$ cat src/rtl/product_writer_pkg.sv
// product_writer_pkg
// Shared constants and the FSM state encoding used by the product writer
// and its checker sub-module.
//   DW    : operand width (products are 2*DW wide)
//   AW    : result BRAM address width
//   DEPTH : operand entries in one sweep (addresses 0..DEPTH-1)
package product_writer_pkg;

    localparam int DW    = 16;
    localparam int AW    = 3;
    localparam int DEPTH = 6;

    typedef enum logic [1:0] {
        IDLE = 2'd0,
        RUN  = 2'd1,
        DONE = 2'd2
    } state_e;

endpackage

$ cat src/rtl/product_writer_checker.sv
// product_checker
// Registered compare of each stage-1 product against its behavioural gold
// value. Counts mismatches (saturating) and remembers the address of the
// first mismatch of the sweep.
// Ports:
//   clk, rst  : clock, synchronous active-high reset
//   clear     : start of a new sweep, zeroes the count and address
//   s1_v      : stage-1 entry is valid this cycle
//   s1_addr   : address of the stage-1 entry
//   s1_prod   : product produced by the multiplier
//   s1_gold   : reference product a*b
//   hit       : combinational, this cycle's entry mismatches
//   err_cnt   : mismatches so far in this sweep
//   err_addr  : address of the first mismatch
module product_checker #(
    parameter int DW = product_writer_pkg::DW,
    parameter int AW = product_writer_pkg::AW
) (
    input  logic            clk,
    input  logic            rst,
    input  logic            clear,
    input  logic            s1_v,
    input  logic [AW-1:0]   s1_addr,
    input  logic [2*DW-1:0] s1_prod,
    input  logic [2*DW-1:0] s1_gold,
    output logic            hit,
    output logic [AW:0]     err_cnt,
    output logic [AW-1:0]   err_addr
);

    logic [AW:0]   err_cnt_q, err_cnt_d;
    logic [AW-1:0] err_addr_q, err_addr_d;

    assign hit      = s1_v && (s1_prod != s1_gold);
    assign err_cnt  = err_cnt_q;
    assign err_addr = err_addr_q;

    // The first mismatch is recognised by the count still being zero,
    // so the address is latched exactly once per sweep.
    always_comb begin
        err_cnt_d  = err_cnt_q;
        err_addr_d = err_addr_q;
        if (clear) begin
            err_cnt_d  = '0;
            err_addr_d = '0;
        end else if (hit) begin
            if (err_cnt_q != '1) begin
                err_cnt_d = err_cnt_q + 1'b1;
            end
            if (err_cnt_q == '0) begin
                err_addr_d = s1_addr;
            end
        end
    end

    // Error state registers.
    always_ff @(posedge clk) begin
        if (rst) begin
            err_cnt_q  <= '0;
            err_addr_q <= '0;
        end else begin
            err_cnt_q  <= err_cnt_d;
            err_addr_q <= err_addr_d;
        end
    end

endmodule

$ cat src/rtl/product_writer.sv
// product_writer
// Captures each multiplier product with the address its operands came from,
// writes it into the result BRAM (port B) at that address, and checks it
// against a behavioural a*b. After DEPTH writes the sweep is flagged done
// with a pass/fail verdict.
// Ports:
//   clk, rst     : clock, synchronous active-high reset
//   start_stop   : run enable shared with the operand controller
//   a, b, addra  : operands and their source address (valid when v0=1)
//   product      : combinational multiplier output for a/b
//   enb, web     : BRAM enable (always 1) and write strobe
//   addrb, dinb  : BRAM write address and data
//   done, pass   : sweep complete / no mismatch in the sweep
//   err_cnt      : saturating mismatch count for the sweep
//   err_addr     : address of the first mismatch
module product_writer #(
    parameter int DW    = product_writer_pkg::DW,
    parameter int AW    = product_writer_pkg::AW,
    parameter int DEPTH = product_writer_pkg::DEPTH
) (
    input  logic            clk,
    input  logic            rst,
    input  logic            start_stop,
    input  logic [DW-1:0]   a,
    input  logic [DW-1:0]   b,
    input  logic [AW-1:0]   addra,
    input  logic [2*DW-1:0] product,
    output logic            enb,
    output logic            web,
    output logic [AW-1:0]   addrb,
    output logic [2*DW-1:0] dinb,
    output logic            done,
    output logic            pass,
    output logic [AW:0]     err_cnt,
    output logic [AW-1:0]   err_addr
);

    import product_writer_pkg::*;

    localparam logic [AW:0] LAST_WR = (AW+1)'(DEPTH - 1);
    localparam logic [AW:0] FULL_WR = (AW+1)'(DEPTH);

    state_e            state_q, state_d;
    logic              v0_q, v0_d;
    logic              s1_v_q, s1_v_d;
    logic [AW-1:0]     s1_addr_q, s1_addr_d;
    logic [2*DW-1:0]   s1_prod_q, s1_prod_d;
    logic [2*DW-1:0]   s1_gold_q, s1_gold_d;
    logic              web_q, web_d;
    logic [AW-1:0]     addrb_q, addrb_d;
    logic [2*DW-1:0]   dinb_q, dinb_d;
    logic [AW:0]       wr_cnt_q, wr_cnt_d;
    logic              done_q, done_d;
    logic              pass_q, pass_d;
    logic              clear;
    logic              capture;
    logic              hit;

    assign enb   = 1'b1;
    assign web   = web_q;
    assign addrb = addrb_q;
    assign dinb  = dinb_q;
    assign done  = done_q;
    assign pass  = pass_q;

    // Sweep FSM plus write counter. The DEPTH-th write takes priority over a
    // simultaneous start_stop drop. A drop only returns to IDLE once both
    // v0 and stage 1 are empty, so the in-flight operand is still written.
    // Stage 1 captures only while the FSM stays in RUN, which keeps the
    // operand arriving alongside the final write out of the BRAM.
    always_comb begin
        state_d = state_q;
        wr_cnt_d = wr_cnt_q;
        done_d = done_q;
        pass_d = pass_q;
        clear = 1'b0;
        if (s1_v_q && (wr_cnt_q != FULL_WR)) begin
            wr_cnt_d = wr_cnt_q + 1'b1;
        end
        case (state_q)
            IDLE: begin
                if (start_stop) begin
                    state_d  = RUN;
                    clear    = 1'b1;
                    wr_cnt_d = '0;
                    done_d   = 1'b0;
                    pass_d   = 1'b0;
                end
            end
            RUN: begin
                if (s1_v_q && (wr_cnt_q == LAST_WR)) begin
                    state_d = DONE;
                    done_d  = 1'b1;
                    pass_d  = (err_cnt == '0) && !hit;
                end else if (!start_stop && !v0_q && !s1_v_q) begin
                    state_d = IDLE;
                end
            end
            DONE: begin
                if (!start_stop) begin
                    state_d = IDLE;
                end
            end
            default: state_d = IDLE;
        endcase
        capture = v0_q && (state_d == RUN);
    end

    // Two-stage datapath: stage 1 latches operands, product and gold value;
    // stage 2 presents the registered write to the BRAM. Address and data
    // hold their last value while web is low.
    always_comb begin
        v0_d      = start_stop;
        s1_v_d    = capture;
        s1_addr_d = capture ? addra : s1_addr_q;
        s1_prod_d = capture ? product : s1_prod_q;
        s1_gold_d = capture ? ((2*DW)'(a) * (2*DW)'(b)) : s1_gold_q;
        web_d     = s1_v_q;
        addrb_d   = s1_v_q ? s1_addr_q : addrb_q;
        dinb_d    = s1_v_q ? s1_prod_q : dinb_q;
    end

    // State, pipeline and output registers.
    always_ff @(posedge clk) begin
        if (rst) begin
            state_q   <= IDLE;
            v0_q      <= 1'b0;
            s1_v_q    <= 1'b0;
            s1_addr_q <= '0;
            s1_prod_q <= '0;
            s1_gold_q <= '0;
            web_q     <= 1'b0;
            addrb_q   <= '0;
            dinb_q    <= '0;
            wr_cnt_q  <= '0;
            done_q    <= 1'b0;
            pass_q    <= 1'b0;
        end else begin
            state_q   <= state_d;
            v0_q      <= v0_d;
            s1_v_q    <= s1_v_d;
            s1_addr_q <= s1_addr_d;
            s1_prod_q <= s1_prod_d;
            s1_gold_q <= s1_gold_d;
            web_q     <= web_d;
            addrb_q   <= addrb_d;
            dinb_q    <= dinb_d;
            wr_cnt_q  <= wr_cnt_d;
            done_q    <= done_d;
            pass_q    <= pass_d;
        end
    end

    product_checker #(
        .DW(DW),
        .AW(AW)
    ) u_checker (
        .clk     (clk),
        .rst     (rst),
        .clear   (clear),
        .s1_v    (s1_v_q),
        .s1_addr (s1_addr_q),
        .s1_prod (s1_prod_q),
        .s1_gold (s1_gold_q),
        .hit     (hit),
        .err_cnt (err_cnt),
        .err_addr(err_addr)
    );

endmodule

$ cat config.mk
export PLATFORM = sky130hd
export DESIGN_NAME = product_writer
export DESIGN_NICKNAME = d
export VERILOG_FILES = /design/src/rtl/product_writer_pkg.sv /design/src/rtl/product_writer_checker.sv /design/src/rtl/product_writer.sv
export SDC_FILE = /design/constraint.sdc
export NUM_CORES = 1
export LEC_CHECK = 0
export ABC_CLOCK_PERIOD_IN_PS = 8700
export BUFFER_PORTS_ARGS = -buffer_cell sky130_fd_sc_hd__buf_2
export CORE_ASPECT_RATIO = 0.9
export CORE_MARGIN = 2
export CORE_UTILIZATION = 50
export DETAILED_ROUTE_END_ITERATION = 10
export PLACE_DENSITY = 0.76
export SETUP_SLACK_MARGIN = 0.15
export SYNTH_ARGS = -nofsm -noshare
export SYNTH_HDL_FRONTEND = slang
export SYNTH_HIERARCHICAL = 1
export SYNTH_SLANG_ARGS = --single-unit
$ cat constraint.sdc
create_clock -name clk -period 8.7 [get_ports clk]
set_input_delay 1.74 -clock clk [delete_from_list [all_inputs] [get_ports clk]]
set_output_delay 1.74 -clock clk [all_outputs]
set_load 0.1 [all_outputs]
==> reports/metrics.csv, run 1 <==
stage;metric;value;unit
status;status;complete, no violations;
floorplanning;Die Wd;176;µm
finish;Fill cells;2340;
pwr;Combinational Power Share;77.2;%
floorplanning;area of the core;0.0261;mm²
routing;DR vias;10419;
worst_setup_path;startpoint type of the worst setup path;input pin;
sta;Setup TNS Final;0;ns
routing;drt drc;0;
global_route;first-pass GRT wire length;53700;µm
synthesis;top cell type by total area after synthesis;fa_1;
sta;Slew headroom;25.9;%
synthesis;Synth top area share;29.3;%
clock_network;Hold-fix buffers, CTS;0;
floorplanning;Starting Density;50.9;%
synthesis;FF+latch count, synth;120;
placed_design;GPL Wtd Cong;0.910;
clock_network;Num CTS Buffers;17;
global_route;gr ovfl total;0;
clock_network;CTS tree;built;
synthesis;average size of a mapped cell;8.73;µm²
pwr;power density over the cells;401;mW/mm²
pwr;part of the power in registers;10.5;%
synthesis;post-synthesis cell count;1520;
pwr;clock power share;12.3;%
finish;most common cell after layout, fill and taps aside;nand2_1;
clock_network;clock latency on the worst-skew pair;0.41;ns
global_route;All-Layer GR Usage;24.2;%
global_route;vias in the first global route;10528;
sta;post-route setup slack;1.53;ns
synthesis;Syn Nets;1893;
clock_network;clock transition at the registers of the reported paths;0.05;ns
finish;footprint of the multi-input gates;0.00975;mm²
global_route;initial antenna violation count;0;
synthesis;register area share after synthesis;18.1;%
pwr;Sw Share;51.4;%
sta;Worst Max-Slew Pin Slew;1.11;ns
global_route;largest net degree at the start of global routing;103;
floorplanning;Die H;159;µm
placed_design;buffers added on ports;114;
sta;Tmin final;7.17;ns
clock_network;clk buf depth;2;
sta;setup repair after global routing missed its margin;no;
routing;drt wl/cell;16.6;µm
worst_setup_path;element type at the critical path end;register;
placed_design;Final HPWL DP;24700;µm
synthesis;YS warnings;6;
finish;most frequent cells in the layout;nand2_1 (268), inv_1 (229), fa_1 (194);
finish;Area Overhead vs Synth;10.6;%
routing;post-route ant nets;0;
worst_setup_path;arrival time worst endpoint;7.47;ns
worst_setup_path;critical path class;in -> reg;
routing;drt initial violations;958;
pwr;switching power;0.00302;W
sta;final cycle utilization of the critical path;82.4;%
pwr;Leak Pwr;6.85;nW
sta;Slew Limit Fails;0;
pwr;peak supply drop;0.000421;V
worst_setup_path;reg2reg setup slack;5.73;ns
routing;Pre-Repair DR Iteration Count;5;
worst_setup_path;worst path required time;9.00;ns
floorplanning;Site Rows;56;
clock_network;clock sinks;120;
routing;vias per inst;5.35;
pwr;Internal Pwr Total;0.00286;W
synthesis;Synth Cell Area;0.0133;mm²
floorplanning;die area;0.0278;mm²
synthesis;Post-synth EDFFs;0;
clock_network;setup repair bufs after CTS;0;
finish;non-filler cells, final;1946;
sta;max frequency;139;MHz
clock_network;CTS HTree Levels;4;
sta;Layout Skew;0.00479;ns
synthesis;synth top area cells;fa_1 (29%), dfxtp_1 (18%), ha_1 (10%);
clock_network;Root Driver;clkbuf_16;
finish;layout cells sized above 1;10.1;%
sta;Setup Viol. Count Final;0;
finish;ANT cells;0;
floorplanning;I/O Pins;116;
routing;Total Wirelength;32300;µm
finish;Seq. cell area;0.00240;mm²
synthesis;synth unique cells;52;
sta;Hold Violations, Final;0;
clock_network;cts repair resizes;0;
synthesis;Async SR Flop Fraction;0;%
placed_design;dpl cells;1914;
min_path;hold crit path type;reg -> reg;
placed_design;pre-CTS setup slack;1.19;ns
sta;final hold slack;0.462;ns
worst_setup_path;critical path fanouts, max;16;
finish;Final Net Count;1958;
run;number of max-cap violations;0;
synthesis;Synth Flop Type;dfxtp_1;
==> area by class of cell <==
| cell class | count | area share, % |
|---|---|---|
| multi-input cells | 1100 | 66.5 |
| inverters | 229 | 5.86 |
| flip-flops and latches | 120 | 16.4 |
| clock inverters | 13 | 1.17 |
| repair buffers | 117 | 4.04 |
| clock buffers | 19 | 3.09 |
| well taps | 348 | 2.97 |
==> cell usage after synthesis (2+ instances only) <==
cell and instances:
nand2_1 268, inv_1 229, fa_1 194, and2_1 128, dfxtp_1 120, ha_1 109
a21oi_1 92, clkbuf_1 63, nor2_1 63, xnor2_1 49, mux2i_1 43, o21ai_0 27
nand4_1 17, nand3_1 12, a21o_1 9, xor2_1 8, a22o_1 7, a211oi_1 6
buf_1 6, nor3_1 6, o21bai_1 6, a32o_1 5, nor2b_1 5, or3_1 5
and3_1 4, nand2b_1 4, a21boi_0 3, nor4_1 3, a2111oi_4 2, a21boi_1 2
nor4_4 2, o2111ai_1 2, o211ai_1 2
==> cells by family (layout without fill, tap and decap cells) <==
| group | count (synthesis) | in the layout | synth area share [%] |
|---|---|---|---|
| simple gates | 519 | 519 | 18.3 |
| fa+ha+maj | 303 | 303 | 39.6 |
| buf+inv | 300 | 378 | 8.53 |
| compound gates | 177 | 177 | 8.45 |
| flops | 120 | 120 | 18.1 |
| xor+xnor | 57 | 57 | 3.76 |
| mux | 43 | 43 | 3.25 |
| other cells | 1 | 1 | 0.0283 |
==> through the flow <==
step,util [%],total power [W],area (µm²)
after floorplan,-,0.00408,13300
after global placement,53.9,0.00500,14000
after detailed placement,53.9,0.00508,14000
after CTS,56.3,0.00583,14700
after global routing,56.3,0.00650,14700
final,56.3,0.00587,14700
==> critical path, cell delays in order <==
cell	delay [ns]
buf_2	0.34
nand2_1	0.14
fa_1	0.51
fa_1	0.58
fa_1	0.45
fa_1	0.54
inv_1	0.04
fa_1	0.47
inv_1	0.05
fa_1	0.48
inv_1	0.05
ha_1	0.37
a21oi_1	0.19
o21ai_0	0.21
o41ai_2	0.61
nor4_1	0.13
or3_1	0.33
a32o_1	0.24
==> state kept, by name, summed over array words and instances, names as in the netlist <==
register            cells
dinb                   32
s1_gold_q              32
s1_prod_q              32
u_checker/err_cnt       4
wr_cnt_q                4
addrb                   3
s1_addr_q               3
u_checker/err_addr      3
state_q                 2
done                    1
pass                    1
s1_v_q                  1
v0_q                    1
web                     1
==> power groups by stage <==
stage / clock network [W] / registers (W) / logic (W)
floorplan: 0 / 0.000631 / 0.00345
global placement: 0 / 0.000627 / 0.00438
detailed placement: 0 / 0.000629 / 0.00446
CTS: 0.000732 / 0.000617 / 0.00448
global route: 0.000757 / 0.000622 / 0.00513
finish: 0.000724 / 0.000618 / 0.00453
==> worst paths after layout <==
| kind | endpoint | depth (start not counted) | from |
|---|---|---|---|
| setup / recovery | s1_gold_q[30] | 18 | a[9] |
| hold / removal | u_checker/err_addr[0] | 2 | u_checker/err_addr[0] |
| setup reg to reg | s1_gold_q[23] | 6 | s1_v_q |
| hold reg to reg | u_checker/err_addr[0] | 2 | u_checker/err_addr[0] |
==> metal layers <==
layer	share of wire (%)	vias to the layer above	GRT usage [%]
met5	0	-	0
met1	47	5075	34.8
met3	7.9	23	4.30
met4	0.91	0	4.53
met2	44	443	38.6
li1	-	4878	-
Note: power is estimated with default switching activity, not from simulation.
==> inputs of run 2 (changes only) <==
--- a/config.mk
+++ b/config.mk
@@ -5,13 +5,14 @@
 export SDC_FILE = /design/constraint.sdc
 export NUM_CORES = 1
 export LEC_CHECK = 0
-export ABC_CLOCK_PERIOD_IN_PS = 8700
+export ABC_AREA = 1
+export ABC_CLOCK_PERIOD_IN_PS = 7500
 export BUFFER_PORTS_ARGS = -buffer_cell sky130_fd_sc_hd__buf_2
 export CORE_ASPECT_RATIO = 0.9
 export CORE_MARGIN = 2
 export CORE_UTILIZATION = 50
 export DETAILED_ROUTE_END_ITERATION = 10
-export PLACE_DENSITY = 0.76
+export PLACE_DENSITY = 0.75
 export SETUP_SLACK_MARGIN = 0.15
 export SYNTH_ARGS = -nofsm -noshare
 export SYNTH_HDL_FRONTEND = slang
==> constraint.sdc (replaced) <==
create_clock -name clk -period 7.5 [get_ports clk]
set_input_delay 1.5 -clock clk [delete_from_list [all_inputs] [get_ports clk]]
set_output_delay 1.5 -clock clk [all_outputs]
set_load 0.1 [all_outputs]
==> reports/metrics.csv, run 2 <==
stage;metric;value;unit;change
pwr;Power, Total;0.00726;W;+24%
finish;ANT cells;0;;unchanged
clock_network;clk buf depth;2;;unchanged
worst_setup_path;startpoint type of the worst setup path;input pin;;
clock_network;CTS HTree Levels;4;;unchanged
clock_network;clock sinks;120;;unchanged
worst_setup_path;arrival time worst endpoint;6.67;ns;-0.80 ns
placed_design;Final HPWL DP;26400;µm;+7.0%
synthesis;synth top area cells;fa_1 (27%), dfxtp_1 (17%), nand2_1 (14%);;
finish;footprint of the multi-input gates;0.00966;mm²;-0.87%
finish;Util after Layout;55.6;%;-0.61 points
pwr;peak supply drop;0.000428;V;+1.6%
synthesis;Post-synth EDFFs;0;;unchanged
synthesis;Post-Synth Simple-Gate Area;23.5;%;+5.2 points
worst_setup_path;Most common cell on crit path;fa_1;;
clock_network;setup repair bufs after CTS;0;;unchanged
synthesis;mux contribution to synthesized area;0;%;-3.2 points
worst_setup_path;element type at the critical path end;register;;
synthesis;Post-Synth XOR/XNOR Area;2.43;%;-1.3 points
finish;Area Overhead vs Synth;8.57;%;
sta;Layout Skew;0.0164;ns;+0.0116 ns
sta;Tmin final;6.37;ns;
worst_setup_path;Critical Path Max Stage Delay;0.61;ns;about the same
global_route;gr ovfl total;0;;unchanged
floorplanning;die area;0.0302;mm²;+8.6%
routing;Total Wirelength;33500;µm;+3.9%
finish;most common cell after layout, fill and taps aside;nand2_1;;
synthesis;average size of a mapped cell;7.00;µm²;-20%
worst_setup_path;worst path required time;7.80;ns;-1.20 ns
finish;Fill cells;2711;;+16%
clock_network;clock latency on the worst-skew pair;0.41;ns;about the same
synthesis;register area share after synthesis;16.6;%;-1.5 points
global_route;vias in the first global route;12545;;+19%
synthesis;YS warnings;6;;unchanged
routing;post-route ant nets;0;;unchanged
worst_setup_path;critical path class;in -> reg;;
clock_network;CTS tree;built;;
sta;Worst Max-Slew Pin Slew;1.21;ns;+0.102 ns
routing;drt wl/cell;13.6;µm;-18%
floorplanning;Site Rows;58;;+3.6%
global_route;All-Layer GR Usage;23.3;%;-0.84 points
floorplanning;Die Wd;183;µm;+4.2%
synthesis;synth cell count leaders;nand2_1 (531), inv_1 (496), nor2_1 (256);;
sta;Slew headroom;19.1;%;-6.8 points
synthesis;Syn Nets;2434;;+29%
finish;most frequent cells in the layout;nand2_1 (531), inv_1 (495), nor2_1 (256);;
clock_network;clock transition at the registers of the reported paths;0.06;ns;about the same
finish;Seq. cell area;0.00240;mm²;about the same
sta;Slew Limit Fails;0;;unchanged
synthesis;Synth Area in Compound Gates;4.60;%;-3.8 points
global_route;largest net degree at the start of global routing;90;;-13%
synthesis;top cell type by total area after synthesis;fa_1;;
routing;Pre-Repair DR Iteration Count;5;;unchanged
floorplanning;area of the core;0.0282;mm²;+8.0%
synthesis;Synth Cell Area;0.0144;mm²;+8.8%
clock_network;cts repair resizes;0;;unchanged
worst_setup_path;reg2reg setup slack;4.79;ns;-0.94 ns
floorplanning;Die H;165;µm;+4.2%
placed_design;buffers added on ports;114;;unchanged
worst_setup_path;cells along the critical path;buf_2 -> nand2_1 -> fa_1 -> fa_1 -> inv_1 -> fa_1 -> fa_1 -> fa_1 -> inv_1 -> fa_1 -> inv_1 -> ha_1 -> nand2_1 -> nor2_1 -> nand2_1 -> nor2_1 -> nand2_1 -> nand4_1 -> nand3_1 -> nand2_1 -> inv_1;;
synthesis;top-count cell post-synth;nand2_1;;
sta;max frequency;157;MHz;
synthesis;Async SR Flop Fraction;0;%;unchanged
synthesis;post-synthesis cell count;2061;;+36%
synthesis;Synth Flop Type;dfxtp_1;;
floorplanning;Starting Density;51.3;%;+0.37 points
pwr;power density over the cells;464;mW/mm²;+16%
synthesis;largest family of logic cells by synthesized area;adder cells;;
sta;setup repair after global routing missed its margin;no;;
finish;Final Net Count;2469;;+26%
global_route;first-pass GRT wire length;57400;µm;+6.9%
finish;layout cells sized above 1;8.16;%;-1.9 points
run;number of max-cap violations;0;;unchanged
clock_network;Num CTS Buffers;17;;unchanged
status;status;complete, no violations;;
clock_network;Hold-fix buffers, CTS;0;;unchanged
global_route;initial antenna violation count;0;;unchanged
synthesis;Adder-Cell Fraction of Synth Area;36.4;%;-3.2 points
sta;Hold Violations, Final;0;;unchanged
sta;Setup Viol. Count Final;0;;unchanged
worst_setup_path;critical path fanouts, max;16;;unchanged
min_path;hold crit path type;reg -> reg;;
floorplanning;I/O Pins;116;;unchanged
sta;Setup TNS Final;0;ns;unchanged
synthesis;FF+latch count, synth;120;;unchanged
clock_network;Root Driver;clkbuf_16;;
routing;DR vias;12209;;+17%
pwr;Leak Pwr;9.19;nW;+34%
routing;vias per inst;4.94;;-7.6%
synthesis;Synth top area share;26.9;%;-2.4 points
sta;final cycle utilization of the critical path;84.9;%;
routing;drt drc;0;;unchanged
placed_design;GPL Wtd Cong;0.888;;-2.4%
synthesis;synth unique cells;36;;-31%
worst_setup_path;Slowest cell on crit path;fa_1;;
routing;drt initial violations;817;;-15%
==> run 2: cell types whose count changed in the layout (fill, tap and decap cells not counted), sizes merged, moves of 9 or more <==
cell   before  now
nand3      12   42
xnor2      49   33
o21ai      28   94
a21oi      93   28
nand2     268  533
a21o       10    1
nor2       63  267
and2      128    1
inv       230  500
mux2i      43    0
==> run 2: worst max-delay path, delay by kind of cell <==
kind / cells / cell delay [ns]
adder cells (fa/ha/maj): 7 / 3.41
buffers and inverters: 5 / 0.53
AND/OR/NAND/NOR: 9 / 1.26
==> run 2: area by class of cell <==
cell class              instances  share of cell area, %
clock inverters                14                   1.42
well taps                     360                   2.87
inverters                     507                   12.2
multi-input cells            1334                   61.7
flip-flops and latches        120                   15.3
repair buffers                116                   3.74
clock buffers                  18                   2.80
==> run 2: final timing paths <==
check               from             to  cells past startpoint
setup / recovery   a[10]  s1_gold_q[27]                     21
hold / removal      done           done                      2
hold reg to reg     done           done                      2
setup reg to reg  s1_v_q  s1_gold_q[23]                      8
==> run 2: routing by layer <==
layer	wire length (µm)	vias to the layer above	global-route usage [%]
li1	-	5995	-
met1	14500	5828	29.0
met2	16800	328	42.6
met3	1480	58	2.79
met4	698	0	6.91
met5	0	-	0
==> run 2: power breakdown <==
group / leakage [nW] / internal (W) / switching, W
clock: 0.305 / 0.000600 / 0.000306
combinational: 7.91 / 0.00196 / 0.00367
sequential: 0.978 / 0.000685 / 0.0000370
total: 9.19 / 0.00325 / 0.00401
==> run 2: cell families after synthesis <==
logic type,count (synthesis)
AND/OR/NAND/NOR,862
buffers and inverters,607
adder cells (fa/ha/maj),303
AO/OA/AOI/OAI,128
flip-flops,120
XOR/XNOR,40
other,1
==> run 2: per-stage QoR <==
step / hold slack [ns] / instance area [µm²] / std cells / setup slack [ns]
after CTS: 0.467 / 15700 / 2469 / 1.19
after floorplan: 0.457 / 14400 / 2061 / 1.06
after global routing: 0.508 / 15700 / 2469 / 0.860
after detailed placement: 0.458 / 15000 / 2437 / 0.774
final: 0.461 / 15700 / 2469 / 1.13
after global placement: 0.452 / 15000 / 2437 / 0.836
